==> src/rtl/monitor_contador_pkg.sv <==
// Shared types and constants for the counter monitor and its transition classifier.
package contador_pkg;

  localparam int unsigned DEF_WIDTH  = 4;
  localparam int unsigned DEF_WRAP_W = 8;

  localparam logic [DEF_WIDTH-1:0] CNT_MAX = {DEF_WIDTH{1'b1}};

  typedef enum logic [1:0] {
    SYNC  = 2'd0,
    TRACK = 2'd1,
    ERROR = 2'd2
  } state_e;

  // One-hot classification of a (prev, sample) pair.
  typedef struct packed {
    logic step;
    logic wrap;
    logic restart;
    logic jump;
  } trans_t;

endpackage

==> src/rtl/monitor_contador_if.sv <==
// Bus bundle between the monitored counter stage and the monitor.
interface monitor_contador_if #(
  parameter int unsigned WIDTH  = contador_pkg::DEF_WIDTH,
  parameter int unsigned WRAP_W = contador_pkg::DEF_WRAP_W
);
  logic [WIDTH-1:0]  count_in;
  logic [WIDTH-1:0]  match_val;
  logic              clear;
  logic              wrap_pulse;
  logic              match_pulse;
  logic              restart_pulse;
  logic              jump_pulse;
  logic [WRAP_W-1:0] wrap_count;
  logic              error_sticky;
  logic [1:0]        state;

  modport master (
    output count_in, match_val, clear,
    input  wrap_pulse, match_pulse, restart_pulse, jump_pulse,
    input  wrap_count, error_sticky, state
  );

  modport slave (
    input  count_in, match_val, clear,
    output wrap_pulse, match_pulse, restart_pulse, jump_pulse,
    output wrap_count, error_sticky, state
  );
endinterface

==> src/rtl/monitor_contador_clasificador_transicion.sv <==
// Combinational classifier: previous sample p and new sample s -> step/wrap/restart/jump.
module clasificador_transicion
  import contador_pkg::*;
#(
  parameter int unsigned WIDTH = DEF_WIDTH
) (
  input  logic [WIDTH-1:0] s_i,
  input  logic [WIDTH-1:0] p_i,
  output trans_t           trans_c
);

  localparam logic [WIDTH-1:0] MAX = {WIDTH{1'b1}};

  // Priority order matters: a max->0 transition is a wrap, never a restart.
  always_comb begin
    trans_c = '0;
    if ((p_i != MAX) && (s_i == WIDTH'(p_i + WIDTH'(1)))) begin
      trans_c.step = 1'b1;
    end else if ((p_i == MAX) && (s_i == '0)) begin
      trans_c.wrap = 1'b1;
    end else if (s_i == '0) begin
      trans_c.restart = 1'b1;
    end else begin
      trans_c.jump = 1'b1;
    end
  end

endmodule

==> src/rtl/monitor_contador.sv <==
// Checks that an upstream counter advances by +1 mod 2^WIDTH and emits event pulses.
module monitor_contador
  import contador_pkg::*;
#(
  parameter int unsigned WIDTH  = DEF_WIDTH,
  parameter int unsigned WRAP_W = DEF_WRAP_W
) (
  input logic              clk,
  input logic              reset,
  monitor_contador_if.slave mon
);

  localparam logic [WRAP_W-1:0] WRAP_MAX = {WRAP_W{1'b1}};

  state_e            state_q,         state_d;
  logic [WIDTH-1:0]  prev_q,          prev_d;
  logic              wrap_pulse_q,    wrap_pulse_d;
  logic              match_pulse_q,   match_pulse_d;
  logic              restart_pulse_q, restart_pulse_d;
  logic              jump_pulse_q,    jump_pulse_d;
  logic [WRAP_W-1:0] wrap_count_q,    wrap_count_d;
  logic              error_sticky_q,  error_sticky_d;

  trans_t trans;

  clasificador_transicion #(.WIDTH(WIDTH)) u_clasificador (
    .s_i     (mon.count_in),
    .p_i     (prev_q),
    .trans_c (trans)
  );

  always_comb begin
    state_d         = state_q;
    prev_d          = mon.count_in;
    wrap_pulse_d    = 1'b0;
    match_pulse_d   = 1'b0;
    restart_pulse_d = 1'b0;
    jump_pulse_d    = 1'b0;
    wrap_count_d    = wrap_count_q;
    error_sticky_d  = error_sticky_q;

    if (mon.clear) begin
      // Clear wins over whatever the sample would have been classified as.
      wrap_count_d   = '0;
      error_sticky_d = 1'b0;
      state_d        = SYNC;
    end else begin
      unique case (state_q)
        SYNC: state_d = TRACK;
        TRACK: begin
          match_pulse_d = (trans.step | trans.wrap | trans.restart)
                        & (mon.count_in == mon.match_val);
          if (trans.wrap) begin
            wrap_pulse_d = 1'b1;
            wrap_count_d = (wrap_count_q == WRAP_MAX) ? wrap_count_q
                                                      : wrap_count_q + WRAP_W'(1);
          end
          // Holding at 0 is legal (upstream held in reset) but only pulses on entry.
          if (trans.restart) begin
            restart_pulse_d = (prev_q != '0);
            wrap_count_d    = '0;
          end
          if (trans.jump) begin
            jump_pulse_d   = 1'b1;
            error_sticky_d = 1'b1;
            state_d        = ERROR;
          end
        end
        ERROR: state_d = ERROR;
        default: state_d = SYNC;
      endcase
    end
  end

  always_ff @(posedge clk or posedge reset) begin
    if (reset) begin
      state_q         <= SYNC;
      prev_q          <= '0;
      wrap_pulse_q    <= 1'b0;
      match_pulse_q   <= 1'b0;
      restart_pulse_q <= 1'b0;
      jump_pulse_q    <= 1'b0;
      wrap_count_q    <= '0;
      error_sticky_q  <= 1'b0;
    end else begin
      state_q         <= state_d;
      prev_q          <= prev_d;
      wrap_pulse_q    <= wrap_pulse_d;
      match_pulse_q   <= match_pulse_d;
      restart_pulse_q <= restart_pulse_d;
      jump_pulse_q    <= jump_pulse_d;
      wrap_count_q    <= wrap_count_d;
      error_sticky_q  <= error_sticky_d;
    end
  end

  assign mon.wrap_pulse    = wrap_pulse_q;
  assign mon.match_pulse   = match_pulse_q;
  assign mon.restart_pulse = restart_pulse_q;
  assign mon.jump_pulse    = jump_pulse_q;
  assign mon.wrap_count    = wrap_count_q;
  assign mon.error_sticky  = error_sticky_q;
  assign mon.state         = state_q;

endmodule

==> src/flat_wrapper.sv <==
// flat-port wrapper written by rule: the top's interface ports become plain ports
module monitor_contador_flat import contador_pkg::*;
#(
  parameter int unsigned WIDTH  = DEF_WIDTH,
  parameter int unsigned WRAP_W = DEF_WRAP_W
)
  (clk, reset, mon_count_in, mon_match_val, mon_clear, mon_wrap_pulse, mon_match_pulse, mon_restart_pulse, mon_jump_pulse, mon_wrap_count, mon_error_sticky, mon_state);
  monitor_contador_if #(.WIDTH(WIDTH), .WRAP_W(WRAP_W)) mon_i ();
  input logic clk;
  input logic reset;
  input wire logic [$bits(mon_i.count_in)-1:0] mon_count_in;
  input wire logic [$bits(mon_i.match_val)-1:0] mon_match_val;
  input wire logic [$bits(mon_i.clear)-1:0] mon_clear;
  output wire logic [$bits(mon_i.wrap_pulse)-1:0] mon_wrap_pulse;
  output wire logic [$bits(mon_i.match_pulse)-1:0] mon_match_pulse;
  output wire logic [$bits(mon_i.restart_pulse)-1:0] mon_restart_pulse;
  output wire logic [$bits(mon_i.jump_pulse)-1:0] mon_jump_pulse;
  output wire logic [$bits(mon_i.wrap_count)-1:0] mon_wrap_count;
  output wire logic [$bits(mon_i.error_sticky)-1:0] mon_error_sticky;
  output wire logic [$bits(mon_i.state)-1:0] mon_state;
  assign mon_i.count_in = mon_count_in;
  assign mon_i.match_val = mon_match_val;
  assign mon_i.clear = mon_clear;
  assign mon_wrap_pulse = mon_i.wrap_pulse;
  assign mon_match_pulse = mon_i.match_pulse;
  assign mon_restart_pulse = mon_i.restart_pulse;
  assign mon_jump_pulse = mon_i.jump_pulse;
  assign mon_wrap_count = mon_i.wrap_count;
  assign mon_error_sticky = mon_i.error_sticky;
  assign mon_state = mon_i.state;
  monitor_contador #(.WIDTH(WIDTH), .WRAP_W(WRAP_W)) u_core (.clk(clk), .reset(reset), .mon(mon_i));
endmodule
==> config.mk <==
export PLATFORM = sky130hd
export DESIGN_NAME = monitor_contador_flat
export DESIGN_NICKNAME = d
export VERILOG_FILES = /design/src/rtl/monitor_contador_pkg.sv /design/src/rtl/monitor_contador_if.sv /design/src/rtl/monitor_contador_clasificador_transicion.sv /design/src/rtl/monitor_contador.sv /design/src/flat_wrapper.sv
export SDC_FILE = /design/constraint.sdc
export NUM_CORES = 1
export LEC_CHECK = 0
export CAP_MARGIN = 10
export CORE_AREA = 2 2 60 45
export CTS_BUF_LIST = sky130_fd_sc_hd__clkbuf_16
export DETAILED_ROUTE_END_ITERATION = 16
export DIE_AREA = 0 0 62 47
export GPL_ROUTABILITY_DRIVEN = 0
export HOLD_SLACK_MARGIN = 0.05
export MAX_ROUTING_LAYER = met4
export PLACE_DENSITY_LB_ADDON = 0.12
export SLEW_MARGIN = 20
export SYNTH_ARGS = -nofsm -noshare
export SYNTH_HDL_FRONTEND = slang
export SYNTH_HIERARCHICAL = 1
export SYNTH_SLANG_ARGS = --single-unit
export TNS_END_PERCENT = 5
==> constraint.sdc <==
create_clock -name clk -period 3.4 [get_ports clk]
set_input_delay 1.02 -clock clk [delete_from_list [all_inputs] [get_ports clk]]
set_output_delay 1.02 -clock clk [all_outputs]
set_load 0.01 [all_outputs]
==> metrics.yaml, run 1 <==
floorplan:
  die_h_um: 47
  die_w_um: 62
  io_pins: 26
  die_area_mm2: 0.002914
  start_util_pct: 45.17
  core_mm2: 0.002346
  fp-row-count: 15
power:
  cellPowerDensity_mw_per_mm2: 442.2
  combinationalPowerShare_pct: 21.5
  sw_frac_of_total_pct: 25.71
  p_int_w: 0.0004715
  seqPwrFrac_pct: 40.9
  switchingPower_w: 0.0001632
  finalPower_w: 0.0006347
  clkPwrFrac_pct: 37.7
  p_leak_nw: 0.6086
  vdd_ir_drop_max_mv: 0.2968
global_route:
  antenna_found_initial: 0
  grt_pass1_wl_um: 3919
  grt_overflow: 0
  grt_max_degree: 20
  first_global_vias: 819
  grt_usage_pct: 19.86
clock_network:
  cts_resized: 0
  numCtsBuffers: 3
  cts_post_setup_buffers_inserted: 0
  cts_tree: "built"
  htree_levels: 1
  cts_sinks: 19
  cts-root-buf: "clkbuf_16"
  clkLatencyLatePin_ps: 250
  clockBufferDepth: 2
  clk_pin_slew_ps: 50
  hold_buffers: 0
min_path:
  hp-class: "reg2reg"
place:
  place_hpwl_um: 1821
  pre_cts_slack_ps: -60.67
  placed_cell_area_mm2: 0.001349
  buffer_ports.inserted: 25
setup_path:
  startpoint_type: "primary input"
  crit_required_ps: 3580
  crit_path_max_incr_delay_ps: 590
  cp_cell_sequence: "clkdlybuf4s50_1 -> xor2_1 -> xnor2_1 -> a31oi_2 -> o21a_1 -> o21ai_0 -> or4_1 -> a21oi_1"
  cp_max_fo: 5
  critical_path_class: "in2reg"
  end_kind: "flop"
  crit_arrival_ps: 3340
  slowest_stage: "clkdlybuf4s50_1"
run_status:
  status: "finished, final reports clean"
route:
  num_vias: 913
  drc: 0
  drtIter0Drc: 66
  wl_per_cell_um: 14.86
  wirelength_um: 2496
  dr.pass1.iters: 6
  postRouteAntennaNets: 0
  vias_per_cell: 5.435
sta:
  relSlewSlack_pct: 51.43
  period_minus_slack_ps: 3164
  slew_violations: 0
  rsz0062_at_grt: "false"
  fmax_mhz: 316.1
  finalSetupViolCount: 0
  hold_viol_final: 0
  hold_slack_ps: 492.9
  clock_skew_ps: 4.042
  fin_crit_sh_pct: 93.06
  setup_ws_ps: 236.1
  worst-slew-pin-transition_ps: 727.8
final_layout:
  stdcell_area_mm2: 0.001435
  final_core_util_pct: 61.17
  areaGrowthSynthToFinish_pct: 35.42
  fin_nets: 150
  nFillCells: 206
  n_antenna_cell: 0
  drive_above_1_share_pct: 10.45
synthesis:
  yosys_register_bits: 19
  synth_top_cell_area_share_pct: 44.86
  yosysTopAreaCell: "dfrtp_1"
  syn_inst: 105
  yosysUniqueCellTypes: 40
  ys_top_cells_by_area: "dfrtp_1, ha_1, xor2_1"
  netlist_area_mm2: 0.001060
  synth_edf_count: 0
  avgSynthCellArea_um2: 10.09
  synth.yosys.seq_area_share_pct: 44.86
  dominantRegCellSynth: "dfrtp_1"
  postSynth.asyncResetShare_pct: 100.0
  syn_nets: 120
  ys_warn_count: 6
job:
  maxCapViolCount: 0
[synth_stat cells (2+ instances only)]
cell type	count
nor2_1	6
buf_6	2
o21ai_0	8
nor2b_1	2
inv_1	4
a21oi_1	6
or3_1	3
nand3_1	3
nor4_1	2
dfrtp_1	19
nand2_1	7
xor2_1	5
and2_1	2
o21ai_1	2
ha_1	4
xnor2_1	4
and3_1	3
[cells by family (layout without fill, tap and decap cells)]
logic type | Yosys count | count (layout) | share of synthesized area [%]
xor gates and xnor gates | 10 | 10 | 8.973
muxes | 1 | 1 | 0.9445
AOI/OAI and AO/OA | 25 | 25 | 15.11
and+or+nand+nor | 39 | 39 | 21.49
buffers and inverters | 7 | 36 | 3.895
DFF | 19 | 19 | 44.86
adders and majority gates | 4 | 4 | 4.723
[per-layer routing]
| metal | routed length [µm] | global-route usage [%] | vias up |
|---|---|---|---|
| met4 | 0 | 5.106 | 0 |
| met2 | 1083 | 24.79 | 33 |
| li1 | - | - | 437 |
| met1 | 1263 | 29.28 | 443 |
| met3 | 149 | 7.713 | 0 |
| met5 | 0 | - | - |
[layout make-up]
cell class                 count  area, µm²  area share, %
clock inverter                 1      5.005         0.3487
clock buffer                   3      75.07          5.231
inverter                       4      15.01          1.046
tap                           34      42.54          2.964
multi-input combinational     79      549.3          38.27
sequential                    19      475.5          33.13
timing repair buffer          28      272.8          19.01
[registers in the layout, summed over array words and instances (netlist names)]
signal                    flops
u_core/mon.match_pulse        1
u_core/mon.wrap_count         8
u_core/mon.error_sticky       1
u_core/mon.jump_pulse         1
u_core/mon.wrap_pulse         1
u_core/mon.state              2
u_core/mon.restart_pulse      1
u_core/prev_q                 4
[power by group through the flow]
| stage | Combinational (W) | Sequential [W] | Clock (W) |
|---|---|---|---|
| 2_1_floorplan | 0.0000628 | 0.000268 | 0 |
| 6_report | 0.000136 | 0.000259 | 0.000239 |
| 3_3_place_gp | 0.000130 | 0.000262 | 0 |
| 3_5_place_dp | 0.000134 | 0.000263 | 0 |
| 4_1_cts | 0.000135 | 0.000260 | 0.000247 |
| 5_1_grt | 0.000150 | 0.000263 | 0.000259 |
[worst max-delay path, delay by kind of cell]
family | cells | cell delay [ps]
AOI/OAI and AO/OA | 4 | 870
xor gates and xnor gates | 2 | 370
buffers and inverters | 1 | 590
and+or+nand+nor | 1 | 490
[metrics by stage]
step | cells | setup TNS [ps]
detailed placement | 164 | -96.88
global route | 168 | 0
global placement | 164 | 0
finish | 168 | 0
CTS | 168 | 0
floorplan | 105 | 0
[layout by cell type, fill, tap and decap left out, types with 2 or more instances in the layout]
| cell | instances |
|---|---|
| o21ai_0 | 8 |
| or3_1 | 3 |
| and2_1 | 2 |
| buf_4 | 3 |
| xor2_1 | 5 |
| inv_1 | 4 |
| nor4_1 | 2 |
| nor2b_1 | 2 |
| nor2_1 | 6 |
| a21oi_1 | 6 |
| dfrtp_1 | 19 |
| nand3_1 | 3 |
| o21ai_1 | 2 |
| xnor2_1 | 4 |
| ha_1 | 4 |
| and3_1 | 3 |
| clkdlybuf4s50_1 | 25 |
| clkbuf_16 | 3 |
| nand2_1 | 7 |
[worst paths after layout]
check / slack, ps / cells past startpoint / startpoint / to
worst max-delay path: 240 / 8 / mon_count_in[2] / u_core/mon.wrap_count[7]
worst min-delay path: 490 / 1 / u_core/mon.error_sticky / u_core/mon.error_sticky
worst max register to register: 960 / 8 / u_core/prev_q[0] / u_core/mon.wrap_count[7]
worst min register to register: 490 / 1 / u_core/mon.error_sticky / u_core/mon.error_sticky
max in group asynchronous: 1750 / 2 / reset / u_core/mon.state[1]
min in group asynchronous: 1190 / 2 / reset / u_core/prev_q[1]
No activity file was read; power rests on OpenSTA's default activity.
==> run 2, diff against run 1 <==
--- a/config.mk
+++ b/config.mk
@@ -14,6 +14,7 @@
 export HOLD_SLACK_MARGIN = 0.05
 export MAX_ROUTING_LAYER = met4
 export PLACE_DENSITY_LB_ADDON = 0.12
+export SETUP_SLACK_MARGIN = 0.05
 export SLEW_MARGIN = 20
 export SYNTH_ARGS = -nofsm -noshare
 export SYNTH_HDL_FRONTEND = slang
==> results of run 2 <==
Final layout, timing and power as in run 1 (identical DEF).
